`src/rtl/seg_pkg.sv`:
```
// seg_pkg: constants and state encoding shared by the BCD converter and the seven-segment display controller.
package seg_pkg;
    localparam int SEG_DIGITS = 6;
    typedef enum logic [1:0] {IDLE, CONV, DONE} state_t;
    localparam logic [4*SEG_DIGITS-1:0] ALL_NINES = {SEG_DIGITS{4'h9}};
    function automatic logic [63:0] max_value(input int digits);
        logic [63:0] p;
        p = 64'd1;
        for (int k = 0; k < digits; k++) p = p * 64'd10;
        return p - 64'd1;
    endfunction
    localparam logic [63:0] MAX_VAL = max_value(SEG_DIGITS);
endpackage

```
`src/rtl/bcd_add3.sv`:
```
// bcd_add3: double-dabble correction cell; a nibble of 5..9 becomes 8..12 so the next shift carries into the next digit.
module bcd_add3 (
    input  logic [3:0] d_i,
    output logic [3:0] q_o
);
    assign q_o = (d_i >= 4'd5) ? d_i + 4'd3 : d_i;
endmodule

```
`src/rtl/bcd_converter.sv`:
```
// bcd_converter: sequential binary-to-BCD (shift-and-add-3, one bit per clock) with registered digits and a done pulse.
module bcd_converter
    import seg_pkg::*;
#(
    parameter int WIDTH  = 20,
    parameter int DIGITS = SEG_DIGITS
) (
    input  logic                  clk,
    input  logic                  reset,
    input  logic                  start,
    input  logic [WIDTH-1:0]      bin,
    output logic                  busy,
    output logic                  done,
    output logic [4*DIGITS-1:0]   bcd,
    output logic                  ovf
);
    localparam int SW = 4*DIGITS + WIDTH;
    localparam int CW = $clog2(WIDTH + 1);
    localparam logic [CW-1:0] LAST = CW'(WIDTH - 1);
    localparam logic [4*DIGITS-1:0] NINES = {DIGITS{4'h9}};
    localparam logic [63:0] MAX_D = max_value(DIGITS);
    state_t               state_q;
    logic [SW-1:0]        scratch_q, adj, shifted_d;
    logic [CW-1:0]        cnt_q;
    logic                 ovf_next_q, busy_q, done_q, ovf_q;
    logic [4*DIGITS-1:0]  bcd_q;
    assign adj[WIDTH-1:0] = scratch_q[WIDTH-1:0];
    for (genvar i = 0; i < DIGITS; i++) begin : g_add3
        bcd_add3 u_add3 (
            .d_i(scratch_q[WIDTH+4*i +: 4]),
            .q_o(adj[WIDTH+4*i +: 4])
        );
    end
    assign shifted_d = {adj[SW-2:0], 1'b0};
    // Outputs are loaded on the final shift so they appear exactly in the DONE cycle.
    always_ff @(posedge clk) begin
        if (!reset) begin
            state_q    <= IDLE;
            scratch_q  <= '0;
            cnt_q      <= '0;
            ovf_next_q <= 1'b0;
            busy_q     <= 1'b0;
            done_q     <= 1'b0;
            bcd_q      <= '0;
            ovf_q      <= 1'b0;
        end else begin
            case (state_q)
                IDLE: begin
                    done_q <= 1'b0;
                    if (start) begin
                        scratch_q  <= {{(4*DIGITS){1'b0}}, bin};
                        cnt_q      <= '0;
                        ovf_next_q <= 64'(bin) > MAX_D;
                        busy_q     <= 1'b1;
                        state_q    <= CONV;
                    end
                end
                CONV: begin
                    scratch_q <= shifted_d;
                    cnt_q     <= cnt_q + CW'(1);
                    if (cnt_q == LAST) begin
                        busy_q  <= 1'b0;
                        done_q  <= 1'b1;
                        bcd_q   <= ovf_next_q ? NINES : shifted_d[SW-1 -: 4*DIGITS];
                        ovf_q   <= ovf_next_q;
                        state_q <= DONE;
                    end
                end
                DONE: begin
                    done_q  <= 1'b0;
                    state_q <= IDLE;
                end
                default: state_q <= IDLE;
            endcase
        end
    end
    assign busy = busy_q;
    assign done = done_q;
    assign bcd  = bcd_q;
    assign ovf  = ovf_q;
endmodule

```
`config.mk`:
```
export PLATFORM = sky130hd
export DESIGN_NAME = bcd_converter
export DESIGN_NICKNAME = d
export VERILOG_FILES = /design/src/rtl/seg_pkg.sv /design/src/rtl/bcd_add3.sv /design/src/rtl/bcd_converter.sv
export SDC_FILE = /design/constraint.sdc
export NUM_CORES = 1
export LEC_CHECK = 0
export CORE_ASPECT_RATIO = 0.6
export CORE_MARGIN = 2
export CORE_UTILIZATION = 59
export DETAILED_ROUTE_END_ITERATION = 10
export GPL_ROUTABILITY_DRIVEN = 1
export PLACE_DENSITY = 0.84
export SLEW_MARGIN = 25
export SYNTH_ARGS = -nofsm -noshare
export SYNTH_HDL_FRONTEND = slang
export SYNTH_SLANG_ARGS = --single-unit
```
`constraint.sdc`:
```
create_clock -name clk -period 2.4 [get_ports clk]
set_clock_uncertainty 0.15 [all_clocks]
set_input_delay 0.24 -clock clk [delete_from_list [all_inputs] [get_ports clk]]
set_output_delay 0.24 -clock clk [all_outputs]
set_load 0.05 [all_outputs]
```
Word level (Yosys, flattened, before mapping)
Index checks and enable logic that the tools add are counted.

word-level totals
  flip-flop bits (word level) = 79
  bits in latches = 0
  memory bits (writable) = 0
  ROM bits = 0
  input port bits = 23
  output and inout bits = 27
  word-level logic and storage cells = 56
  memories kept = 0

operators by class
  $add $sub $neg = 7
  multipliers = 0
  divide/modulo/power cells = 0
  order comparisons = 7
  equal/unequal tests = 5
  shift operators = 0
  mux-type cells = 19
  bitwise operators = 0
  reductions and logical operators = 10

operator list
  operator                                                                              number
  44-bit one-hot mux with 2 select lines                                                1
  44-bit two-way mux                                                                    1
  4-bit by 3-bit greater-or-equal comparator with 1-bit output (second input constant)  6
  24-bit two-way mux                                                                    1
  4-bit by 2-bit adder with 4-bit output (second input constant)                        5
  20-bit > comparator (second input constant)                                           1
  4-bit two-way mux                                                                     5
  5-bit one-hot mux with 2 select lines                                                 1
  2-bit AND reduction                                                                   5
  5-bit by 1-bit adder with 5-bit output (second input constant)                        1
  5-bit equality test (second input constant)                                           1
  5-bit two-way mux                                                                     1
  2-bit two-way mux                                                                     2
  2-bit inequality test (second input constant)                                         2
  1-bit one-hot mux with 2 select lines                                                 2
  2-bit one-hot mux with 2 select lines                                                 1
  2-bit nonzero test                                                                    2
  3-bit by 2-bit adder with 3-bit output (second input constant)                        1
  1-bit two-way mux                                                                     3
  3-bit two-way mux                                                                     1
  3-bit AND reduction                                                                   1
  2-bit by 1-bit equality test with 1-bit output (second input constant)                1
  2-bit equality test (second input constant)                                           1
  2-bit logical NOT                                                                     1
  2-bit OR reduction                                                                    1

Depth between registers and ports, before layout
Gate-level depths: netlist of run 1.

  depth in word-level cells = 4
  gate-level depth with buffers = 7
  gate-level depth less buffers = 6

Hierarchy
Synthesis of run 1 repeated with hierarchy kept, for this count alone.

second synthesis, totals
  cell total of the unflattened synthesis = 445
  area, all modules = 3754.9 um^2

modules (own cells, without submodules)
  module         instances  cells each  area an instance (um^2)  seq. area each (um^2)
  bcd_converter  1          349         3146.8                   1581.5
  bcd_add3       6          16          101.3                    0.0

Worst setup path after synthesis of run 1
Ideal clock, no wire load.

  kind = reg2reg
  start = reg cnt_q[0]
  end = reg bcd_q[14] (netlist: bcd[14])
  setup time = 117 ps
  arrival time = 1316 ps
  required time = 2133 ps
  setup slack = 817 ps
  stages on the path, launching flop included = 6
  path buffers = 1
  clock period less this slack = 1583 ps
  cells stage by stage = dfxtp_1 ha_1 and4bb_4 nand2_4 buf_2 a32o_1

on the way
  longest elaborated chain between the ends = 2

ends and longest elaborated chain
  item                                  RTL line             source
  from (decl)                           bcd_converter.sv:24  logic [CW-1:0] cnt_q;
  from (signal assigned)                bcd_converter.sv:60  cnt_q <= cnt_q + CW'(1);
  5-bit equality test                   bcd_converter.sv:61  if (cnt_q == LAST) begin
  2-bit AND reduction (no source line)  n/a
  to (signal assigned)                  bcd_converter.sv:64  bcd_q <= ovf_next_q ? NINES : shifted_d[SW-1 -: 4*DIGITS];
  to (decl)                             bcd_converter.sv:26  logic [4*DIGITS-1:0] bcd_q;

No other way between the ends.
A chain may end at the register's enable or synchronous reset.

Worst setup path in the final report of run 1
  start = reg state_q[0]
  end = reg scratch_q[41]

on the way
  longest elaborated chain between the ends = 3
  elaborated cells on any way between the ends = 6
  classes of those cells = eq/ne (2); mux (1); reduce/logical (3)

ends and longest elaborated chain
  item                                                                                 RTL line             source
  from (decl)                                                                          bcd_converter.sv:22  state_t state_q;
  from (signal assigned)                                                               bcd_converter.sv:38  state_q <= IDLE;
  from (signal assigned)                                                               bcd_converter.sv:55  state_q <= CONV;
  from (signal assigned)                                                               bcd_converter.sv:66  state_q <= DONE;
  2-bit by 1-bit equality test with 1-bit output or 2-bit logical NOT (tied branches)  bcd_converter.sv:47  case (state_q)
  2-bit nonzero test (no source line) or 2-bit inequality test (tied branches)         n/a
  2-bit AND reduction (no source line)                                                 n/a
  to (signal assigned)                                                                 bcd_converter.sv:51  scratch_q <= {{(4*DIGITS){1'b0}}, bin};
  to (signal assigned)                                                                 bcd_converter.sv:59  scratch_q <= shifted_d;
  to (decl)                                                                            bcd_converter.sv:23  logic [SW-1:0] scratch_q, adj, shifted_d;

Several ways; a longest one is shown, not always the timed one.

==> results of run 1 <==
[final timing paths]
| path | start | endpoint | slack [ps] | depth (start not counted) |
|---|---|---|---|---|
| setup / recovery | state_q[0] | scratch_q[41] | 400 | 4 |
| hold / removal | busy | busy | 330 | 2 |
| setup reg to reg | state_q[0] | scratch_q[41] | 400 | 4 |
| hold reg to reg | busy | busy | 330 | 2 |
[sequential cells by signal, indices dropped and copies added (netlist names)]
register    flops
ovf             1
scratch_q      44
done            1
bcd            24
busy            1
cnt_q           5
state_q         2
ovf_next_q      1
[metal layers]
layer	share of wire	vias to the layer above	track usage	routed length (um)
li1	-	1611	-	-
met1	0.48	1525	0.3683	4128
met2	0.44	106	0.4159	3793
met3	0.060	15	0.06845	517
met4	0.013	0	0.07730	110
met5	0	-	0	0
[where the power goes]
group          total, W  internal, W  switching [W]
clock           0.00129     0.000799       0.000493
combinational  0.000231     0.000102       0.000129
sequential      0.00138      0.00134      0.0000308
[cell families (layout without fill, tap and decap cells)]
| logic type | count (synthesis) | in the layout | share of synthesized area |
|---|---|---|---|
| compound gates | 133 | 133 | 0.2418 |
| mux | 8 | 8 | 0.02198 |
| simple gates | 145 | 145 | 0.1860 |
| fa+ha+maj | 13 | 13 | 0.04396 |
| flops | 79 | 79 | 0.4275 |
| xor+xnor | 6 | 6 | 0.01420 |
| buf+inv | 47 | 93 | 0.06459 |
[worst min-delay path, stage by stage, from the launching register on]
cell	delay, ps
dfxtp_1	330
nand2_1	60
a21oi_1	60
[final cells by class]
cell class | count | area [sq um]
Multi-Input combinational cell | 305 | 1879
Fill cell | 450 | 1612
Sequential cell | 79 | 1582
Timing Repair Buffer | 60 | 573.1
Clock inverter | 7 | 145.1
Clock buffer | 9 | 123.9
Tap cell | 84 | 105.1
Inverter | 17 | 63.81
[metrics by stage]
stage / hold WS, ps / setup WS [ps]
finish: 331.8 / 395.7
detailed placement: 321.8 / 366.7
global placement: 309.8 / 448.4
floorplan: 292.2 / 816.6
CTS: 335.1 / 405.5
global route: 357.3 / 254.3
[cells in the final DEF (no fill, tap or decap), types with 3 or more instances in the layout]
cell / n
a21oi_1: 50
a22o_1: 12
a2bb2oi_1: 3
a31oi_1: 3
a32o_1: 13
and2_1: 4
buf_4: 11
bufinv_16: 4
clkbuf_8: 9
clkdlybuf4s50_1: 49
dfxtp_1: 79
ha_1: 13
inv_1: 17
mux2i_1: 7
nand2_1: 16
nand2b_1: 6
nor2_1: 89
nor3_1: 6
nor3b_1: 11
o21ai_0: 23
o221ai_1: 19
xnor2_1: 6
==> flow_summary_export.csv, run 1 <==
group,metric,value,unit
outcome,status,"finished, final reports clean",
die,die_w,106.2,um
synth,ys_seq_area_frac,0.4275,
die,die_area,6941,sq um
synth,synth.distinct_cells,44,
route,postRouteWirelength,8550,um
global_routing,antenna_found_initial,0,
placed_design,io_buffers,49,
placed_design,place_hpwl,5799,um
timing,slew_viol_final,0,
finish,drive_gt1_frac,0.08386,
route,drt_iter0_drc,152,
synth,synthArstFlopShare,0,
clocking,clk_pin_slew,80,ps
route,antenna_left,0,
global_routing,grt_pass1_vias,3098,
run,drv_cap,0,
route,viasPerCell,5.806,
synth,syn_nets,467,
synth,synth.yosys.warnings,0,
synth,avgSynthCellArea,8.584,sq um
synth,synth_common_cells,"89 x nor2_1, 79 x dfxtp_1, 50 x a21oi_1",
pwr,p_leak,1.699,nW
finish,postLayoutCoreUtil,0.7351,
synth,ys_ff_latch,79,
clocking,post_cts_buffers,0,
timing,period_minus_slack,2004,ps
global_routing,gr-usage-all-layers,0.2668,
timing,rsz0062_at_grt,"false",
synth,synth_top_area_frac,0.4275,
worst_setup_path,path_cells,"buf_4 > nand2_1 > nor2_1 > a22o_1",
synth,synthFlopType,"dfxtp_1",
global_routing,grt_max_degree,47,
die,start_util,0.6082,
synth,ys_top_cells_by_area,"dfxtp_1 43%, nor2_1 9.0%, a21oi_1 6.8%, o221ai_1 4.5%, ha_1 4.4%",
pwr,power_density,648.4,nW/um^2
worst_setup_path,critPathLaunchType,"flip-flop",
finish,final_cell_count_no_fill,561,
synth,netlist_instances,431,
die,die_h,65.34,um
pwr,irDropWorstVdd,0.3851,mV
worst_setup_path,path_buf_inv,1,
clocking,clk_latency,350,ps
clocking,cts-resized-gates,0,
clocking,cts_tree,"built",
synth,synth_area,3700,sq um
finish,nets,508,
worst_setup_path,worstPathRequired,2550,ps
finish,design_area,4472,sq um
synth,yosysMostFrequentCell,"nor2_1",
timing,hold_violations,0,
finish,n_antenna_cell,0,
clocking,cts_made_buffers,9,
die,num_rows,22,
route,via_count,3257,
pwr,finalPower,0.002899,W
placed_design,place_congestion,0.8074,
route,wl_per_cell,15.24,um
timing,setup_violations,0,
worst_setup_path,cp_max_fo,12,
worst_setup_path,critical_path_arrival,2150,ps
worst_setup_path,endpoint_kind,"flip-flop",
route,drc,0,
placed_design,placed_cell_area,4203,sq um
finish,area_delta_synth_final,20.87,%
timing,worst_pin_slew,969.7,ps
worst_setup_path,path_delay_family,"simple AND/OR/NAND/NOR gates",
timing,min_period_over_period,0.8351,
clocking,ctsHoldBuffers,0,
die,design.core.area,6083,sq um
placed_design,dpl.cell_count,545,
synth,synth_top_area_cell,"dfxtp_1",
clocking,cts-root-buf,"clkbuf_8",
clocking,cts.sinks,79,
timing,slew_headroom,0.3512,
clocking,clk_path_buf_depth,2,
worst_setup_path,slowest_delay,730,ps
synth,synth_edf_count,0,
clocking,h-tree-depth,3,
timing,max_freq,0.4989,GHz
route,drt_first_pass_iters,4,
die,ios,50,
worst_setup_path,crit_slowest_cell,"nor2_1",
hold_path,min_path_type,"flip-flop to flip-flop",
global_routing,gr-total-overflow,0,
global_routing,grt_pass1_wl,14550,um
worst_setup_path,critPathKind,"flip-flop to flip-flop",
timing,setup-tns-final,0,ps
Note: power is estimated with default switching activity, not from simulation.
==> inputs of run 2 (changes only) <==
--- a/config.mk
+++ b/config.mk
@@ -7,10 +7,10 @@
 export LEC_CHECK = 0
 export CORE_ASPECT_RATIO = 0.6
 export CORE_MARGIN = 2
-export CORE_UTILIZATION = 59
+export CORE_UTILIZATION = 55
 export DETAILED_ROUTE_END_ITERATION = 10
 export GPL_ROUTABILITY_DRIVEN = 1
-export PLACE_DENSITY = 0.84
+export PLACE_DENSITY = 0.79
 export SLEW_MARGIN = 25
 export SYNTH_ARGS = -nofsm -noshare
 export SYNTH_HDL_FRONTEND = slang
==> constraint.sdc (replaced) <==
create_clock -name clk -period 2.06 [get_ports clk]
set_clock_uncertainty 0.15 [all_clocks]
set_input_delay 0.206 -clock clk [delete_from_list [all_inputs] [get_ports clk]]
set_output_delay 0.206 -clock clk [all_outputs]
set_load 0.05 [all_outputs]
==> run 2 against run 1 <==
Combinational power grew 19%; first-iteration DRC count increased by 45%; die area rose by 6.9%; routed wire length grew 3.0%; clock-buffer cell count is 1 higher; global-route usage is 1.5 points lower; sequential cell count is the same; via count is 2.4% higher; sequential power rose by 16%; largest cell class unchanged.
==> flow_summary_export.csv, run 2 (synthesized netlist as in run 1, its figures left out) <==
group,metric,value,unit
clocking,clk_latency,350,ps
route,drc,0,
hold_path,min_path_type,"flip-flop to flip-flop",
pwr,intPower,0.002245,W
timing,hold_violations,0,
worst_setup_path,worstPathRequired,1700,ps
pwr,power_frac_comb,0.092,
pwr,irDropWorstVdd,0.3201,mV
worst_setup_path,path_delay_family,"buffers and inverters",
finish,drive_gt1_frac,0.08940,
placed_design,placed_cell_area,4237,sq um
worst_setup_path,reg2reg_slack,170,ps
finish,area_delta_synth_final,19.61,%
clocking,clk_path_buf_depth,2,
die,ios,50,
clocking,cts_tree,"built",
placed_design,io_buffers,49,
worst_setup_path,critPathKind,"flip-flop to output port",
finish,nets,512,
global_routing,grt_pass1_vias,2993,
timing,max_freq,0.5268,GHz
worst_setup_path,critPathLaunchType,"flip-flop",
finish,layout_common_cells,"89 x nor2_1, 79 x dfxtp_1, 50 x a21oi_1",
worst_setup_path,crit_slowest_cell,"clkdlybuf4s50_1",
timing,fin_ws,161.6,ps
worst_setup_path,critical_path_arrival,1540,ps
die,die_h,67.53,um
hold_path,min_path_cells,2,
pwr,power_switching,0.0007423,W
global_routing,gr-total-overflow,0,
pwr,p_sw_frac,0.2485,
route,antenna_left,0,
worst_setup_path,ff2ff_path_depth,5,
route,viasPerCell,5.870,
timing,slew_viol_final,0,
route,via_count,3334,
route,drt_iter0_drc,221,
clocking,cts.sinks,79,
die,start_util,0.5614,
global_routing,met1_usage,0.3417,
route,postRouteWirelength,8806,um
placed_design,dpl.cell_count,552,
clocking,cts_made_buffers,9,
global_routing,busiest_layer,"met2",
global_routing,grt_use_met3,0.07336,
finish,final_common_cell,"nor2_1",
finish,regMostFlops,"scratch_q",
placed_design,place_hpwl,6080,um
die,die_w,109.9,um
global_routing,grtUsageMet2,0.3972,
finish,largest_reg_flops,44,
timing,min_period_over_period,0.9216,
die,die_area,7421,sq um
timing,worst_pin_slew,897.6,ps
global_routing,grt_max_degree,28,
run,drv_cap,0,
global_routing,grt_pass1_wl,14280,um
global_routing,antenna_found_initial,0,
clocking,cts-root-buf,"clkbuf_8",
die,design.core.area,6590,sq um
clocking,cts-resized-gates,0,
clocking,h-tree-depth,3,
timing,setup-tns-final,0,ps
worst_setup_path,worst_r2r_endpoint,"bcd[2]",
pwr,power_density,675.1,nW/um^2
finish,final_cell_count_no_fill,568,
timing,setup_violations,0,
timing,rsz0062_at_grt,"false",
placed_design,place_congestion,0.7706,
timing,period_minus_slack,1898,ps
pwr,clockPowerShare,0.372,
outcome,status,"finished, final reports clean",
route,wl_per_cell,15.50,um
finish,n_antenna_cell,0,
pwr,seqPwrFrac,0.536,
hold_path,worstHoldEndpoint,"busy",
clocking,clk_pin_slew,80,ps
worst_setup_path,path_cells,"clkdlybuf4s50_1",
worst_setup_path,cp_max_fo,2,
route,drt_first_pass_iters,5,
timing,slew_headroom,0.3994,
finish,design_area,4425,sq um
global_routing,gr-usage-all-layers,0.2521,
clocking,post_cts_buffers,0,
hold_path,min-delay-start,"busy",
worst_setup_path,worstReg2RegStart,"cnt_q[0]",
clocking,ctsHoldBuffers,0,
worst_setup_path,endpoint_kind,"output port",
worst_setup_path,slowest_delay,820,ps
pwr,p_leak,1.684,nW
placed_design,dp_slack,101.7,ps
die,num_rows,23,
worst_setup_path,path_buf_inv,1,
==> run 2: area by class of cell <==
cell class	instances	area (sq um)
Tap cell	87	108.9
Multi-Input combinational cell	305	1879
Fill cell	582	2165
Timing Repair Buffer	64	603.1
Clock buffer	10	127.6
Clock inverter	6	61.31
Inverter	17	63.81
Sequential cell	79	1582
==> run 2: worst max path at each step <==
stage | from | slack (ps) | cells past startpoint | end
final | ovf | 160 | 1 | ovf
after global routing | cnt_q[0] | 60 | 5 | bcd[22]
after CTS | bcd[20] | 140 | 1 | bcd[20]
after detailed placement | reset | 100 | 4 | scratch_q[41]
after global placement | reset | 160 | 4 | scratch_q[41]
after floorplan | cnt_q[0] | 480 | 5 | bcd[14]
==> run 2: layer usage <==
| layer | wire length [um] | vias to the layer above |
|---|---|---|
| met4 | 47 | 0 |
| met5 | 0 | - |
| li1 | - | 1620 |
| met3 | 689 | 6 |
| met1 | 4082 | 1576 |
| met2 | 3986 | 132 |
==> run 2: per-stage QoR <==
step	hold WS, ps	utilization	power, W
6_report	324.8	0.6715	0.002988
3_3_place_gp	308.1	0.6429	0.001897
5_1_grt	352.5	0.6715	0.003099
4_1_cts	322.5	0.6715	0.003001
2_1_floorplan	259.4	-	0.001806
3_5_place_dp	311.6	0.6429	0.001908
==> run 2: worst register-to-register path, cell delays in order, from the launching register on <==
cell	delay, ps
dfxtp_1	400
ha_1	240
and4bb_4	290
nand2_4	100
nor3_4	450
a32o_1	200
==> run 2: power by group through the flow <==
stage	combinational [W]	clock [W]	sequential, W
2_1_floorplan	0.000175	0	0.00163
3_3_place_gp	0.000263	0	0.00163
3_5_place_dp	0.000272	0	0.00164
4_1_cts	0.000274	0.00113	0.00160
5_1_grt	0.000306	0.00119	0.00161
6_report	0.000276	0.00111	0.00160
